**src/rtl/rle_decoder_8_pkg.sv**
```systemverilog
// Shared constants and types for the JPEG RLE decoder slice.
// Symbol packing matches the encoder array entries: {run, val}.
package rle_decoder_8_pkg;

  localparam int COEF_W   = 8;
  localparam int RUN_W    = 6;
  localparam int BLOCK_SZ = 64;
  localparam int LINE_SZ  = 8;
  localparam int POS_W    = 6;
  localparam int COL_W    = 3;
  localparam int ROW_W    = 3;
  localparam int LINE_W   = LINE_SZ * COEF_W;
  localparam int SYM_W    = RUN_W + COEF_W;

  localparam logic [POS_W-1:0] LAST_POS = POS_W'(BLOCK_SZ - 1);
  localparam logic [COL_W-1:0] LAST_COL = COL_W'(LINE_SZ - 1);

  typedef struct packed {
    logic [RUN_W-1:0]  run;
    logic [COEF_W-1:0] val;
  } sym_t;

  typedef enum logic [2:0] {
    ACT_IDLE,
    ACT_ZRUN,
    ACT_VAL,
    ACT_EOB,
    ACT_SYM
  } act_e;

  function automatic logic [RUN_W-1:0] room(
    input logic [POS_W-1:0] pos
  );
    return LAST_POS - pos;
  endfunction

endpackage

```
**src/rtl/rle_decoder_8_if.sv**
```systemverilog
// Symbol input and line output handshake bundles.
// Master drives valid and payload, slave drives ready.
interface rle_sym_if;
  import rle_decoder_8_pkg::*;

  logic              sym_valid;
  logic              sym_ready;
  logic [RUN_W-1:0]  sym_run;
  logic [COEF_W-1:0] sym_val;
  logic              sym_eob;

  modport master (
    output sym_valid,
    output sym_run,
    output sym_val,
    output sym_eob,
    input  sym_ready
  );

  modport slave (
    input  sym_valid,
    input  sym_run,
    input  sym_val,
    input  sym_eob,
    output sym_ready
  );
endinterface

interface rle_row_if;
  import rle_decoder_8_pkg::*;

  logic              row_valid;
  logic              row_ready;
  logic [LINE_W-1:0] row_data;
  logic [ROW_W-1:0]  row_idx;
  logic              row_last;

  modport master (
    output row_valid,
    output row_data,
    output row_idx,
    output row_last,
    input  row_ready
  );

  modport slave (
    input  row_valid,
    input  row_data,
    input  row_idx,
    input  row_last,
    output row_ready
  );
endinterface

```
**src/rtl/rle_decoder_8_line_packer.sv**
```systemverilog
// Collects coefficients into an 8-wide line buffer and
// publishes each completed line on a valid/ready port.
module rle_decoder_8_line_packer
  import rle_decoder_8_pkg::*;
(
  input  logic              clk,
  input  logic              rst_n,
  input  logic              i_wr,
  input  logic [COL_W-1:0]  i_col,
  input  logic [ROW_W-1:0]  i_row,
  input  logic [COEF_W-1:0] i_data,
  rle_row_if.master         row
);

  logic [LINE_W-1:0] r_lbuf;
  logic              r_valid;
  logic [LINE_W-1:0] r_data;
  logic [ROW_W-1:0]  r_idx;
  logic              r_last;

  logic [LINE_W-1:0] w_line;
  logic              w_done;

  always_comb begin
    w_line = r_lbuf;
    w_line[int'(i_col)*COEF_W +: COEF_W] = i_data;
  end

  assign w_done = i_wr & (i_col == LAST_COL);

  // Writes only arrive when the output is free or draining,
  // so a completing line never clobbers an unaccepted one.
  always_ff @(posedge clk or negedge rst_n) begin
    if (!rst_n) begin
      r_lbuf  <= '0;
      r_valid <= 1'b0;
      r_data  <= '0;
      r_idx   <= '0;
      r_last  <= 1'b0;
    end else begin
      if (i_wr) begin
        if (w_done) r_lbuf <= '0;
        else        r_lbuf <= w_line;
      end
      if (w_done) begin
        r_valid <= 1'b1;
        r_data  <= w_line;
        r_idx   <= i_row;
        r_last  <= (i_row == ROW_W'(LINE_SZ - 1));
      end else if (r_valid && row.row_ready) begin
        r_valid <= 1'b0;
      end
    end
  end

  assign row.row_valid = r_valid;
  assign row.row_data  = r_data;
  assign row.row_idx   = r_idx;
  assign row.row_last  = r_last;

endmodule

```
**src/rtl/rle_decoder_8.sv**
```systemverilog
// RLE symbol decoder: expands (run, value) and EOB symbols
// into 64-coefficient blocks emitted as eight 8-wide lines.
module rle_decoder_8
  import rle_decoder_8_pkg::*;
(
  input  logic      clk,
  input  logic      reset,
  rle_sym_if.slave  sym,
  rle_row_if.master row,
  output logic      err
);

  logic [POS_W-1:0]  r_pos;
  logic [RUN_W-1:0]  r_zrun;
  logic              r_vpend;
  logic [COEF_W-1:0] r_vreg;
  logic              r_eob;
  logic              r_err;

  logic [POS_W-1:0]  w_pos;
  logic [RUN_W-1:0]  w_zrun;
  logic              w_vpend;
  logic [COEF_W-1:0] w_vreg;
  logic              w_eob;
  logic              w_err;

  logic              w_stall;
  logic              w_ready;
  logic              w_wr;
  logic [COEF_W-1:0] w_wdata;
  logic [RUN_W-1:0]  w_room;
  act_e              w_act;

  assign w_stall = row.row_valid & ~row.row_ready;
  assign w_room  = room(r_pos);

  // Ready is held low during reset so every output reads 0.
  assign w_ready = reset & ~w_stall & (r_zrun == '0)
                 & ~r_vpend & ~r_eob;

  assign sym.sym_ready = w_ready;
  assign err           = r_err;

  always_comb begin
    w_act = ACT_IDLE;
    if (!w_stall) begin
      if (r_zrun != '0)                w_act = ACT_ZRUN;
      else if (r_vpend)                w_act = ACT_VAL;
      else if (r_eob)                  w_act = ACT_EOB;
      else if (sym.sym_valid & w_ready) w_act = ACT_SYM;
    end
  end

  always_comb begin
    w_pos   = r_pos;
    w_zrun  = r_zrun;
    w_vpend = r_vpend;
    w_vreg  = r_vreg;
    w_eob   = r_eob;
    w_err   = r_err;
    w_wr    = 1'b0;
    w_wdata = '0;
    unique case (w_act)
      ACT_ZRUN: begin
        w_wr   = 1'b1;
        w_zrun = r_zrun - RUN_W'(1);
      end
      ACT_VAL: begin
        w_wr    = 1'b1;
        w_wdata = r_vreg;
        w_vpend = 1'b0;
      end
      ACT_EOB: w_wr = 1'b1;
      ACT_SYM: begin
        w_wr = 1'b1;
        unique case (1'b1)
          sym.sym_eob: w_eob = 1'b1;
          (!sym.sym_eob && sym.sym_run == '0):
            w_wdata = sym.sym_val;
          (!sym.sym_eob && sym.sym_run > w_room): begin
            // Run past block end: zero-fill, drop the value.
            w_err   = 1'b1;
            w_zrun  = w_room;
            w_vpend = 1'b0;
          end
          default: begin
            w_zrun  = sym.sym_run - RUN_W'(1);
            w_vreg  = sym.sym_val;
            w_vpend = 1'b1;
          end
        endcase
      end
      default: ;
    endcase
    if (w_wr) begin
      w_pos = r_pos + POS_W'(1);
      if (r_pos == LAST_POS) begin
        w_eob   = 1'b0;
        w_zrun  = '0;
        w_vpend = 1'b0;
      end
    end
  end

  always_ff @(posedge clk or negedge reset) begin
    if (!reset) begin
      r_pos   <= '0;
      r_zrun  <= '0;
      r_vpend <= 1'b0;
      r_vreg  <= '0;
      r_eob   <= 1'b0;
      r_err   <= 1'b0;
    end else begin
      r_pos   <= w_pos;
      r_zrun  <= w_zrun;
      r_vpend <= w_vpend;
      r_vreg  <= w_vreg;
      r_eob   <= w_eob;
      r_err   <= w_err;
    end
  end

  rle_decoder_8_line_packer u_packer (
    .clk    (clk),
    .rst_n  (reset),
    .i_wr   (w_wr),
    .i_col  (r_pos[COL_W-1:0]),
    .i_row  (r_pos[POS_W-1:COL_W]),
    .i_data (w_wdata),
    .row    (row)
  );

endmodule
```
**src/flat_wrapper.sv**
```systemverilog
// flat-port wrapper written by rule: the top's interface ports become plain ports
module rle_decoder_8_flat import rle_decoder_8_pkg::*;
  (clk, reset, err, sym_sym_valid, sym_sym_run, sym_sym_val, sym_sym_eob, sym_sym_ready, row_row_valid, row_row_data, row_row_idx, row_row_last, row_row_ready);
  rle_sym_if sym_i ();
  rle_row_if row_i ();
  input  logic clk;
  input  logic reset;
  output logic err;
  input wire logic [$bits(sym_i.sym_valid)-1:0] sym_sym_valid;
  input wire logic [$bits(sym_i.sym_run)-1:0] sym_sym_run;
  input wire logic [$bits(sym_i.sym_val)-1:0] sym_sym_val;
  input wire logic [$bits(sym_i.sym_eob)-1:0] sym_sym_eob;
  output wire logic [$bits(sym_i.sym_ready)-1:0] sym_sym_ready;
  output wire logic [$bits(row_i.row_valid)-1:0] row_row_valid;
  output wire logic [$bits(row_i.row_data)-1:0] row_row_data;
  output wire logic [$bits(row_i.row_idx)-1:0] row_row_idx;
  output wire logic [$bits(row_i.row_last)-1:0] row_row_last;
  input wire logic [$bits(row_i.row_ready)-1:0] row_row_ready;
  assign sym_i.sym_valid = sym_sym_valid;
  assign sym_i.sym_run = sym_sym_run;
  assign sym_i.sym_val = sym_sym_val;
  assign sym_i.sym_eob = sym_sym_eob;
  assign sym_sym_ready = sym_i.sym_ready;
  assign row_row_valid = row_i.row_valid;
  assign row_row_data = row_i.row_data;
  assign row_row_idx = row_i.row_idx;
  assign row_row_last = row_i.row_last;
  assign row_i.row_ready = row_row_ready;
  rle_decoder_8 u_core (.clk(clk), .reset(reset), .sym(sym_i), .row(row_i), .err(err));
endmodule
```
**config.mk**
```make
export PLATFORM = sky130hd
export DESIGN_NAME = rle_decoder_8_flat
export DESIGN_NICKNAME = d
export VERILOG_FILES = /design/src/rtl/rle_decoder_8_pkg.sv /design/src/rtl/rle_decoder_8_if.sv /design/src/rtl/rle_decoder_8_line_packer.sv /design/src/rtl/rle_decoder_8.sv /design/src/flat_wrapper.sv
export SDC_FILE = /design/constraint.sdc
export NUM_CORES = 1
export LEC_CHECK = 0
export ABC_CLOCK_PERIOD_IN_PS = 5800
export CAP_MARGIN = 20
export CORE_MARGIN = 2
export CORE_UTILIZATION = 45
export DETAILED_ROUTE_END_ITERATION = 6
export DONT_BUFFER_PORTS = 1
export SLEW_MARGIN = 20
export SYNTH_ARGS = -nofsm -noshare
export SYNTH_HDL_FRONTEND = slang
export SYNTH_SLANG_ARGS = --single-unit
```
**constraint.sdc**
```tcl
create_clock -name clk -period 5.8 [get_ports clk]
set_input_delay 1.16 -clock clk [delete_from_list [all_inputs] [get_ports clk]]
set_output_delay 1.16 -clock clk [all_outputs]
set_load 0.005 [all_outputs]
```
==> impl_metrics.csv <==
group,metric,value,unit
setup_path,reg2reg_to,"u_core.u_packer.r_lbuf[52]$_DFFE_PN0N_",
finish,nNetsFinal,732,
status,status,"completed",
synthesis,synth.distinct_cells,58,
power_and_ir_drop,power_leakage,3.35,nW
synthesis,async_reset_ff_share,100,%
flow_run,max-cap-violations,0,
synthesis,synth_edf_count,0,
timing,fin_crit,3.48,ns
synthesis,yosys.area.top_type,"dfrtp_1",
drt,drtPass1Iterations,5,
power_and_ir_drop,p_per_area,409,nW/um^2
setup_path,rr_startpoint,"u_core.r_zrun[0]$_DFF_PN0_",
floorplan,pin_count,90,
place,port_buffers,0,
timing,finalHoldViolations,0,
finish,mostFrequentLayoutCells,"dfrtp_1 (156), nand2_1 (151), o21ai_0 (112)",
power_and_ir_drop,seq_power_share,41.0,%
drt,vias,5377,
setup_path,crit_type,"flip-flop to flip-flop",
synthesis,syn_area_per_cell,10.1,um^2
setup_path,crit_path_start_kind,"flip-flop",
synthesis,ys.flop_type,"dfrtp_1",
global_routing,grt_start_max_net_pins,160,
finish,diodes,0,
synthesis,synth_nets,742,
synthesis,synth_area,7110,um^2
timing,worst_pin_slew,0.897,ns
global_routing,grt_pass1_wl,28200,um
floorplan,fp.coreArea,15300,um^2
finish,final_common_cell,"dfrtp_1",
global_routing,grt-ovfl-total,0,
global_routing,track_usage,22.0,%
floorplan,rows,45,
global_routing,antenna_found_initial,0,
synthesis,synth_area_leaders,"dfrtp_1 (55%), nand2_1 (8.0%), o21ai_0 (7.9%)",
timing,setup_tns,0,ns
clock_network,cts_root_buffer,"clkbuf_16",
clock_network,cts_num_sinks,156,
clock_network,clock_latency,0.43,ns
place,place_congestion,0.846,
drt,drt-vias-per-instance,5.84,
timing,clock.fmax,0.288,GHz
setup_path,critical_path.endpoint,"u_core.u_packer.r_lbuf[52]$_DFFE_PN0N_",
clock_network,clk_pin_slew,0.06,ns
timing,setup_slack,2.32,ns
setup_path,endpoint_kind,"flip-flop",
power_and_ir_drop,p_int,0.00206,W
floorplan,die_h,130,um
setup_path,cp-startpoint,"u_core.r_zrun[0]$_DFF_PN0_",
setup_path,reg2regPathDepth,8,
timing,finClkSkew,0.00797,ns
synthesis,yosysSeqAreaShare,54.9,%
clock_network,cts_tree,"done",
drt,wl_per_cell,19.3,um
synthesis,yosysWarnings,0,
clock_network,htreeDepth,4,
place,dp_hpwl,11600,um
floorplan,dieArea,16800,um^2
drt,ant_nets,0,
clock_network,hold_buffers,0,
worst_hold_path,hold_path_class,"input port to async pin",
synthesis,syn_inst,707,
clock_network,cts.path.max_buffers,2,
timing,fin_crit_sh,60.0,%
drt,drc,0,
clock_network,cts_setup_buffers,0,
floorplan,die_w,130,um
timing,relSlewSlack,39.3,%
power_and_ir_drop,peakVddDrop,269,uV
timing,setup_viol,0,
setup_path,arrival,3.82,ns
drt,dr.first_iter.drc_count,515,
synthesis,netlist.area_leader.share,54.9,%
power_and_ir_drop,switchingPower,0.00115,W
clock_network,cts_buffers,17,
setup_path,cp.required,6.14,ns
place,dpl_worst_slack,2.09,ns
clock_network,cts_resized,0,
setup_path,critPathMaxFanout,16,
finish,syn2layout_area_growth,10.5,%
timing,rsz0062_at_grt,"no",
floorplan,initial_core_util,46.4,%
power_and_ir_drop,power_frac_comb,24.7,%
finish,drive_above_1_share,9.58,%
power_and_ir_drop,clkPwrFrac,34.3,%
global_routing,grt_pass1_vias,5076,
setup_path,reg2reg_slack,2.32,ns
timing,slew_viol_final,0,
synthesis,synth_seq_cells,156,
drt,wirelength,17700,um
power_and_ir_drop,swShare,35.8,%
## worst max-delay path, stage by stage (launching register included)
cell and delay (ns):
dfrtp_1 0.38, inv_1 0.14, ha_1 0.16, or4b_1 0.66, nor4b_4 0.53, and4b_1 0.67, a22o_2 0.50, a22oi_1 0.15
o21ai_0 0.19
## cells in the mapped netlist (2+ instances only)
| library cell | count |
|---|---|
| a31oi_1 | 6 |
| a22o_2 | 6 |
| nand3_1 | 3 |
| a22oi_1 | 62 |
| nor3_2 | 3 |
| nor3_1 | 9 |
| clkbuf_1 | 23 |
| a2bb2oi_1 | 2 |
| a211oi_1 | 2 |
| dfrtp_1 | 156 |
| xor2_1 | 4 |
| inv_1 | 10 |
| buf_2 | 5 |
| nand2_1 | 152 |
| a22oi_2 | 2 |
| a22o_4 | 2 |
| buf_6 | 2 |
| ha_1 | 16 |
| o21ai_0 | 112 |
| nor2b_1 | 2 |
| mux2_2 | 11 |
| xnor2_1 | 5 |
| nor3b_1 | 2 |
| nor2_1 | 21 |
| or3_1 | 3 |
| nor3_4 | 2 |
| o21ai_1 | 30 |
| o31a_1 | 2 |
| nand4_1 | 2 |
| buf_1 | 2 |
| a41oi_1 | 2 |
| and2_1 | 3 |
| nor4b_1 | 3 |
| a21oi_1 | 7 |
| o31ai_1 | 3 |
| mux2i_1 | 8 |
## kinds of logic after synthesis
logic type / count (synthesis) / synth area share (%)
simple gates: 218 / 14.1
xor+xnor: 9 / 1.11
mux: 19 / 2.87
buf+inv: 43 / 2.73
fa+ha+maj: 16 / 2.82
compound gates: 246 / 21.4
flops: 156 / 54.9
## worst min-delay path by stage
stage,start,end,slack [ns],depth (start not counted)
after global placement,u_core.u_packer.r_lbuf[0]$_DFFE_PN0N_,u_core.u_packer.r_lbuf[0]$_DFFE_PN0N_,0.46,2
after floorplan,u_core.u_packer.r_lbuf[0]$_DFFE_PN0N_,u_core.u_packer.r_lbuf[0]$_DFFE_PN0N_,0.45,2
after global routing,reset,u_core.u_packer.row.row_data[36]$_DFFE_PN0P_,0.40,0
after detailed placement,u_core.u_packer.r_lbuf[10]$_DFFE_PN0N_,u_core.u_packer.r_lbuf[10]$_DFFE_PN0N_,0.47,2
after CTS,reset,u_core.u_packer.r_lbuf[4]$_DFFE_PN0N_,0.41,0
final,reset,u_core.u_packer.r_lbuf[36]$_DFFE_PN0N_,0.43,0
## state kept, by name, summed over array words and instances, names as in the netlist
name,cells
u_core.r_vreg,8
u_core.err,1
u_core.u_packer.row.row_valid,1
u_core.r_pos,6
u_core.r_zrun,6
u_core.r_eob,1
u_core.u_packer.row.row_last,1
u_core.u_packer.row.row_idx,3
u_core.u_packer.r_lbuf,64
u_core.u_packer.row.row_data,64
u_core.r_vpend,1
## layer usage
metal | vias to the layer above | global-route usage, % | share of wire (%)
met2 | 161 | 33.6 | 47
met4 | 0 | 7.59 | 1.8
met5 | - | 0 | 0
met3 | 27 | 5.66 | 5.8
met1 | 2655 | 30.6 | 45
li1 | 2534 | - | -
## area by class of cell
cell class / instances / area [um^2]
fill: 1441 / 7460
sequential: 156 / 3900
multi-input combinational: 508 / 3040
clock buffer: 20 / 447
tap: 211 / 264
clock inverter: 12 / 139
inverter: 10 / 37.5
timing repair buffer: 4 / 30.0
## stage by stage
stage                     instance area (um^2)  hold WS (ns)  power (W)  utilization (%)  std cells
after floorplan                           7110         0.450    0.00191                -        707
after global placement                    7270         0.462    0.00210             47.4        889
after detailed placement                  7270         0.472    0.00212             47.4        889
after CTS                                 7850         0.412    0.00323             51.3        921
after global routing                      7860         0.405    0.00339             51.3        921
final                                     7860         0.431    0.00321             51.3        921
## power groups by stage
stage	clock network, W	logic [W]	registers [W]
after floorplan	0	0.000637	0.00128
after global placement	0	0.000762	0.00133
after detailed placement	0	0.000787	0.00134
after CTS	0.00112	0.000791	0.00132
after global routing	0.00117	0.000885	0.00133
final	0.00110	0.000793	0.00132
No activity file was read; power rests on OpenSTA's default activity.
